**config.mk**
```make
export PLATFORM = sky130hd
export DESIGN_NAME = iob_dma_sched
export DESIGN_NICKNAME = d
export VERILOG_FILES = /design/src/rtl/iob_dma_sched.sv
export SDC_FILE = /design/constraint.sdc
export NUM_CORES = 1
export LEC_CHECK = 0
export CAP_MARGIN = 20
export CORE_MARGIN = 5
export CORE_UTILIZATION = 40
export DETAILED_ROUTE_END_ITERATION = 7
export DONT_BUFFER_PORTS = 1
export PLACE_DENSITY = 0.67
export SLEW_MARGIN = 20
export SYNTH_ARGS = -nofsm -noshare
export SYNTH_HDL_FRONTEND = slang
export SYNTH_SLANG_ARGS = --single-unit
```
**constraint.sdc**
```tcl
create_clock -name clk_i -period 2.98 [get_ports clk_i]
set_clock_uncertainty 0.2 [all_clocks]
set_input_delay 0.447 -clock clk_i [delete_from_list [all_inputs] [get_ports clk_i]]
set_output_delay 0.447 -clock clk_i [all_outputs]
set_load 0.05 [all_outputs]
```
**src/rtl/iob_dma_sched.sv**
```systemverilog
// Round-robin scheduler for the iob_dma axis2axi datapath: grants one descriptor at a time,
// runs the config handshake, counts stream beats and returns per-channel ack/done pulses.
module iob_dma_sched #(
    parameter int N_CH       = 4,
    parameter int AXI_ADDR_W = 24,
    parameter int LEN_W      = 16,
    parameter int SEL_W      = 2
) (
    input  logic                       clk_i,
    input  logic                       arst_n_i,
    input  logic                       cke_i,
    input  logic [N_CH-1:0]            req_i,
    input  logic [N_CH-1:0]            dir_i,
    input  logic [N_CH*AXI_ADDR_W-1:0] addr_i,
    input  logic [N_CH*LEN_W-1:0]      len_i,
    output logic [N_CH-1:0]            ack_o,
    output logic [N_CH-1:0]            done_o,
    output logic                       err_o,
    output logic                       busy_o,
    output logic [SEL_W-1:0]           sel_o,
    output logic [AXI_ADDR_W-1:0]      cfg_addr_o,
    output logic [LEN_W-1:0]           cfg_len_o,
    output logic                       cfg_in_valid_o,
    input  logic                       cfg_in_ready_i,
    output logic                       cfg_out_valid_o,
    input  logic                       cfg_out_ready_i,
    input  logic                       beat_i,
    input  logic                       abort_i
);
    typedef enum logic [1:0] {S_IDLE, S_CFG, S_XFER, S_DONE} state_t;

    state_t                  state_q, state_d;
    logic [SEL_W-1:0]        last_q, last_d;
    logic [SEL_W-1:0]        sel_q, sel_d;
    logic                    dir_q, dir_d;
    logic                    err_q, err_d;
    logic [AXI_ADDR_W-1:0]   addr_q, addr_d;
    logic [LEN_W-1:0]        len_q, len_d;
    logic [LEN_W-1:0]        cnt_q, cnt_d;
    logic [N_CH-1:0]         ack_q, ack_d;

    logic [SEL_W-1:0]        grant;
    logic [SEL_W-1:0]        scan_idx;
    logic                    found;
    logic [LEN_W-1:0]        grant_len;
    logic                    cfg_hs;
    logic                    done_act;

    // Scan upward from the channel after the last completed one, wrapping.
    always_comb begin
        found    = 1'b0;
        grant    = last_q;
        scan_idx = '0;
        for (int i = 1; i <= N_CH; i++) begin
            scan_idx = SEL_W'((int'(last_q) + i) % N_CH);
            if (!found && req_i[scan_idx]) begin
                found = 1'b1;
                grant = scan_idx;
            end
        end
    end

    assign grant_len = len_i[grant*LEN_W +: LEN_W];
    assign cfg_hs    = dir_q ? cfg_in_ready_i : cfg_out_ready_i;

    always_comb begin
        state_d = state_q;
        last_d  = last_q;
        sel_d   = sel_q;
        dir_d   = dir_q;
        err_d   = err_q;
        addr_d  = addr_q;
        len_d   = len_q;
        cnt_d   = cnt_q;
        ack_d   = '0;
        case (state_q)
            S_IDLE: begin
                if (found) begin
                    sel_d        = grant;
                    dir_d        = dir_i[grant];
                    addr_d       = addr_i[grant*AXI_ADDR_W +: AXI_ADDR_W];
                    len_d        = grant_len;
                    err_d        = 1'b0;
                    ack_d[grant] = 1'b1;
                    state_d      = (grant_len == '0) ? S_DONE : S_CFG;
                end
            end
            S_CFG: begin
                if (cfg_hs) begin
                    cnt_d   = '0;
                    state_d = S_XFER;
                end
            end
            S_XFER: begin
                // A final beat outranks a simultaneous abort.
                if (beat_i && (cnt_q == len_q - LEN_W'(1))) begin
                    err_d   = 1'b0;
                    state_d = S_DONE;
                end else if (abort_i) begin
                    err_d   = 1'b1;
                    state_d = S_DONE;
                end else if (beat_i) begin
                    cnt_d = cnt_q + LEN_W'(1);
                end
            end
            S_DONE: begin
                // A zero-length grant lands here with its ack still showing; done waits one cycle.
                if (ack_q == '0) begin
                    last_d  = sel_q;
                    state_d = S_IDLE;
                end
            end
            default: state_d = S_IDLE;
        endcase
    end

    always_ff @(posedge clk_i or negedge arst_n_i) begin
        if (!arst_n_i) begin
            state_q <= S_IDLE;
            last_q  <= SEL_W'(N_CH - 1);
            sel_q   <= '0;
            dir_q   <= 1'b0;
            err_q   <= 1'b0;
            addr_q  <= '0;
            len_q   <= '0;
            cnt_q   <= '0;
            ack_q   <= '0;
        end else if (cke_i) begin
            state_q <= state_d;
            last_q  <= last_d;
            sel_q   <= sel_d;
            dir_q   <= dir_d;
            err_q   <= err_d;
            addr_q  <= addr_d;
            len_q   <= len_d;
            cnt_q   <= cnt_d;
            ack_q   <= ack_d;
        end
    end

    assign done_act = (state_q == S_DONE) && (ack_q == '0);

    always_comb begin
        done_o = '0;
        if (done_act) begin
            done_o[sel_q] = 1'b1;
        end
    end

    assign err_o           = done_act & err_q;
    assign busy_o          = (state_q != S_IDLE);
    assign ack_o           = ack_q;
    assign sel_o           = sel_q;
    assign cfg_addr_o      = addr_q;
    assign cfg_len_o       = len_q;
    assign cfg_in_valid_o  = (state_q == S_CFG) && dir_q;
    assign cfg_out_valid_o = (state_q == S_CFG) && !dir_q;

endmodule
```
==> results.md <==
* RD Place Congestion at 0.904
* Clk network pwr share at 17.9%
* GRT Residual Overflow at 0
* Area of the mapped netlist at 5040 um2
* Longest Clk Path Bufs at 2
* Setup CP Type: flip-flop to flip-flop
* Ant. Diodes at 0
* Row Count at 41
* Syn. warnings at 0
* Worst Hold Class: input pin to flip-flop
* HPWL Detailed at 13100 um
* Layout cells sized above 1 at 21.9%
* Util after Layout at 51.1%
* Most common flop cell mapped by yosys: dfrtp_1
* Drt pass-1 iters at 5
* Final period utilization at 101%
* EDFF count, synth at 0
* CTS tree: built
* Total core area at 12500 um2
* WHS at 0.0241 ns
* Clk slew on worst S/H paths at 0.06 ns
* Layout area overhead at 26.4%
* Final Hold Fails at 0
* Post-detailed-route DRC marker count at 0
* Fin nets at 898
* Leak at 2.86 nW
* Die W at 122 um
* Vias at 5168
* RSZ-0062 raised after global routing: true
* Register Area at 1710 um2
* Sw power at 4.02 mW
* Post-route antenna net violation count at 0
* Rel. slew slack at 58.2%
* IO buf count at 0
* Slew Limit Fails at 0
* Cell-internal power at 3.83 mW
* Root buffer cell: clkbuf_16
* Vias per cell at 5.78
* Sw frac at 51.2%
* Fmax at 0.332 GHz
* Total of max-cap violations at 0
* Number of DRC markers in iteration 0 at 344
* Clock sink count at 68
* Syn Nets at 864
* Drt total wl at 17400 um
* First-pass GRT wire length at 26900 um
* Req. time, crit path at 3.04 ns
* Die Height at 122 um
* Yosys reg bits at 68
* Via count of the first global-routing pass at 5174
* Synth unique cells at 58
* # IOs at 229
* Sequential power share at 28.2%
* Clock Latency Late Sink at 0.34 ns
* Pwr dens at 1230 nW/um2
* Failing checks: setup timing
* Seq/Total Area, Yosys at 33.8%
* Min Tclk post-route at 3.01 ns
* Mean area per synthesized cell at 7.38 um2
* CTS H-Tree Depth at 3
* Synth Instances at 683
* Post-route setup slack at -0.0279 ns
* Clock buffer count from CTS at 9
* Starting Density at 40.4%
* Multi-input gate area at 3370 um2
* Worst vdd ir at 0.437 mV
* # setup viols final at 6
* Worst Setup End Kind: flip-flop
* Status: finished, violations left
* CP Launch Type: flip-flop
* Filler cells at 1181
* Tightest Pin Transition at 0.627 ns
* Post-synth ARST share at 100%
* DR WL/cell at 19.4 um
* Placed cells at 865
* Die Area at 15000 um2
* Pre-CTS setup slack at -0.209 ns
* Comb pwr share at 53.9%
* Largest net degree at the start of global routing at 69
* Worst-path fanout max at 25
* GR Util All Layers at 22.8%
* Final Non-Filler Cells at 894
* Initial antenna violation count at 0
* Arrival time at the worst endpoint at 3.06 ns
-- cell usage after synthesis, types with 10 or more instances --
cell type  number  area [um2]
nand3_1        59         295
xnor2_1        13         114
and3_1         29         181
inv_1          17        63.8
dfrtp_1        66        1650
nor2_1         13        48.8
clkbuf_1       43         161
a211oi_1       24         180
o21ai_0        38         190
nand2_1       215         807
or4_1          10        75.1
-- timing repair --
item                       in CTS  in global routing
hold endpoints to repair       69                  0
cloned                          1                  1
resized for setup              36                 17
hold buffers                    4                  0
setup buffers                   6                  1
pin swaps                       6                  7
setup endpoints to repair      10                 18
-- final timing paths --
| check | endpoint | start | cells past startpoint | slack, ns |
|---|---|---|---|---|
| max | cnt_q[14]$_DFFE_PN0P_ | cfg_len_o[6]$_DFFE_PN0P_ | 9 | -0.03 |
| min | ack_o[3]$_DFFE_PN0P_ | cke_i | 1 | 0.02 |
| max reg2reg | cnt_q[14]$_DFFE_PN0P_ | cfg_len_o[6]$_DFFE_PN0P_ | 9 | -0.03 |
| min reg2reg | cfg_len_o[3]$_DFFE_PN0P_ | cfg_len_o[3]$_DFFE_PN0P_ | 2 | 0.35 |
| max in group asynchronous | last_q[0]$_DFFE_PN1P_ | arst_n_i | 2 | 1.79 |
| min in group asynchronous | cnt_q[12]$_DFFE_PN0P_ | arst_n_i | 2 | 0.44 |
-- worst max-delay path, cell delays in order (launching register included) --
cell and delay, ns:
dfrtp_2 0.39, or4_4 0.61, nor4_4 0.38, xnor2_1 0.10
a32o_2 0.27, o21ai_2 0.17, o31ai_4 0.11, buf_12 0.18
or3_1 0.34, a21oi_1 0.16
-- registers in the layout, indices dropped and copies added, names as in the netlist --
name,count
state_q,2
sel_o,2
cnt_q,16
dir_q,1
last_q,2
ack_o,4
err_q,1
cfg_len_o,16
cfg_addr_o,24
-- cells in the final DEF (no fill, tap or decap), types with 5 or more instances in the layout --
cell	n
nand2_1	214
buf_4	63
dfrtp_1	59
nand3_1	57
o21ai_0	36
and3_1	29
inv_1	17
a211oi_2	14
xnor2_1	13
nor2_1	12
o31ai_1	9
a21oi_1	9
clkbuf_16	9
a211oi_1	8
or3_1	8
xor2_1	7
or4_1	7
o211ai_1	7
dfrtp_2	7
mux2i_1	6
mux2_2	6
ha_1	6
a31o_2	5
a31oi_1	5
o311ai_1	5
bufinv_16	5
-- stage by stage --
step | cell area, um2 | TNS (ns) | power, mW
CTS | 6290 | -0.0993 | 7.78
floorplan | 5140 | -0.779 | 4.89
finish | 6370 | -0.0811 | 7.85
detailed placement | 5630 | -0.682 | 6.07
global route | 6370 | -1.24 | 8.34
global placement | 5630 | -0.221 | 5.96
-- metal layers --
metal / routed length, um / part of all wire (%) / global-route usage [%] / up-vias
met5: 0 / 0 / 0 / -
li1: - / - / - / 2481
met4: 525 / 3.0 / 9.10 / 0
met3: 1320 / 7.6 / 5.85 / 43
met2: 8870 / 51 / 39.7 / 212
met1: 6650 / 38 / 26.7 / 2432
-- logic make-up after synthesis --
kind of cell | share of synthesized area (%)
flops | 33.8
mux | 2.98
simple gates | 35.3
fa+ha+maj | 1.49
buf+inv | 5.29
xor+xnor | 3.47
compound gates | 17.7
-- area by class of cell --
class	instances	share of cell area, %
Clock buffer	9	3.53
Clock inverter	7	2.55
Inverter	17	1.00
Multi-Input combinational cell	547	52.8
Sequential cell	68	26.9
Tap cell	172	3.38
Timing Repair Buffer	74	9.87
-- power groups by stage --
stage                     sequential, mW  clock [mW]  combinational (mW)
final                               2.21        1.41                4.23
after CTS                           2.22        1.43                4.13
after global placement              2.23           0                3.73
after detailed placement            2.25           0                3.82
after global routing                2.25        1.47                4.62
after floorplan                     2.55           0                2.34
No activity file was read; power rests on OpenSTA's default activity.
==> RTL change (same settings) <==
The parameter `LEN_W` goes from 16 to 32.
--- a/src/rtl/iob_dma_sched.sv
+++ b/src/rtl/iob_dma_sched.sv
@@ -4,5 +4,5 @@
     parameter int N_CH       = 4,
     parameter int AXI_ADDR_W = 24,
-    parameter int LEN_W      = 16,
+    parameter int LEN_W      = 32,
     parameter int SEL_W      = 2
 ) (
Interface: changed (resized cfg_len_o and len_i); port bits go from 229 to 309. The function was not compared with the original's and may differ.
==> RTL change against the unedited design <==
The flow still finishes with violations (setup timing); first-iteration DRC count up 25%; sequential cell count up 32; final area up 54%; worst setup slack worse by 0.38 ns; clock power down 5%; synthesized area up 54%; sequential power up 28%; routed wire length up 54%; total power up 36%; critical path type unchanged; critical endpoint is now cnt_q[29].
==> RTL change: results (changes against the unedited design) <==
status: "complete, but fails checks"
violations: "setup timing"
synth_compound_area_frac: 0.161  # -0.0164
setup_viol: 35  # +29
n_all_buffers: 166  # +120%
grt_pass1_vias: 7437  # +44%
min_delay_path_depth: 2  # +1
fill_cells: 1801  # +52%
power.leakage_nw: 4.11  # +43%
hold_end: "err_q"
synthCells: 928  # +36%
synth_adder_area_share: 0.00966  # -0.00523
place_congestion: 0.924  # +2.2%
yosysSeqAreaShare: 0.322  # -0.0158
track_usage: 0.231  # +0.00362
synth.area.top_cells: "dfrtp_1 (32%), mux2_2 (8.5%), mux2i_1 (6.2%)"
setup_slack_ns: -0.412  # -0.384 ns
ctsHoldBuffers: 1  # -3
fin_tns_setup_ns: -12.52  # -12.44 ns
synthXorXnorAreaFrac: 0.0653  # +0.0306
grt_pass1_wl_um: 40500  # +51%
path_clk_slew_ns: 0.08  # +0.02 ns
r2r-end: "cnt_q[29]"
worst_path_largest_cell_delay_ns: 0.49  # -0.12 ns
rr_worst_depth: 13  # +4
grt_max_degree: 101  # +46%
viasPerCell: 5.79  # about the same
synth_mux_area_frac: 0.147  # +0.117
layout.nonclk_buf_frac: 0.146  # +0.0473
nMultiInputCombCells: 745  # +36%
drive_above_1_share: 0.290  # +0.0708
seq_share: 0.256  # -0.0125
clock_latency_ns: 0.36  # +0.02 ns
drt_wl_total_um: 26700  # +54%
-- RTL change: cell types whose count changed after synthesis, sizes merged, moves of 21 or more --
cell	unedited run	this run
a21oi	9	87
mux2	8	59
mux2i	6	48
nor2	14	71
dfrtp	66	98
nand3	59	21
nand2	215	111
and3	29	8
nor4	7	33
-- RTL change: power by group through the flow --
| stage | logic (mW) | registers [mW] | clock network (mW) |
|---|---|---|---|
| 2_1_floorplan | 3.17 | 3.56 | 0 |
| 3_3_place_gp | 6.01 | 2.83 | 0 |
| 3_5_place_dp | 6.09 | 2.83 | 0 |
| 4_1_cts | 6.14 | 2.82 | 1.38 |
| 5_1_grt | 6.99 | 2.89 | 1.43 |
| 6_report | 6.48 | 2.83 | 1.34 |
-- RTL change: per-layer routing --
layer,vias to the layer above,track usage,share of wire
li1,3606,-,-
met1,3584,0.297,0.40
met2,354,0.392,0.50
met3,42,0.0539,0.077
met4,0,0.0636,0.020
met5,-,0,0
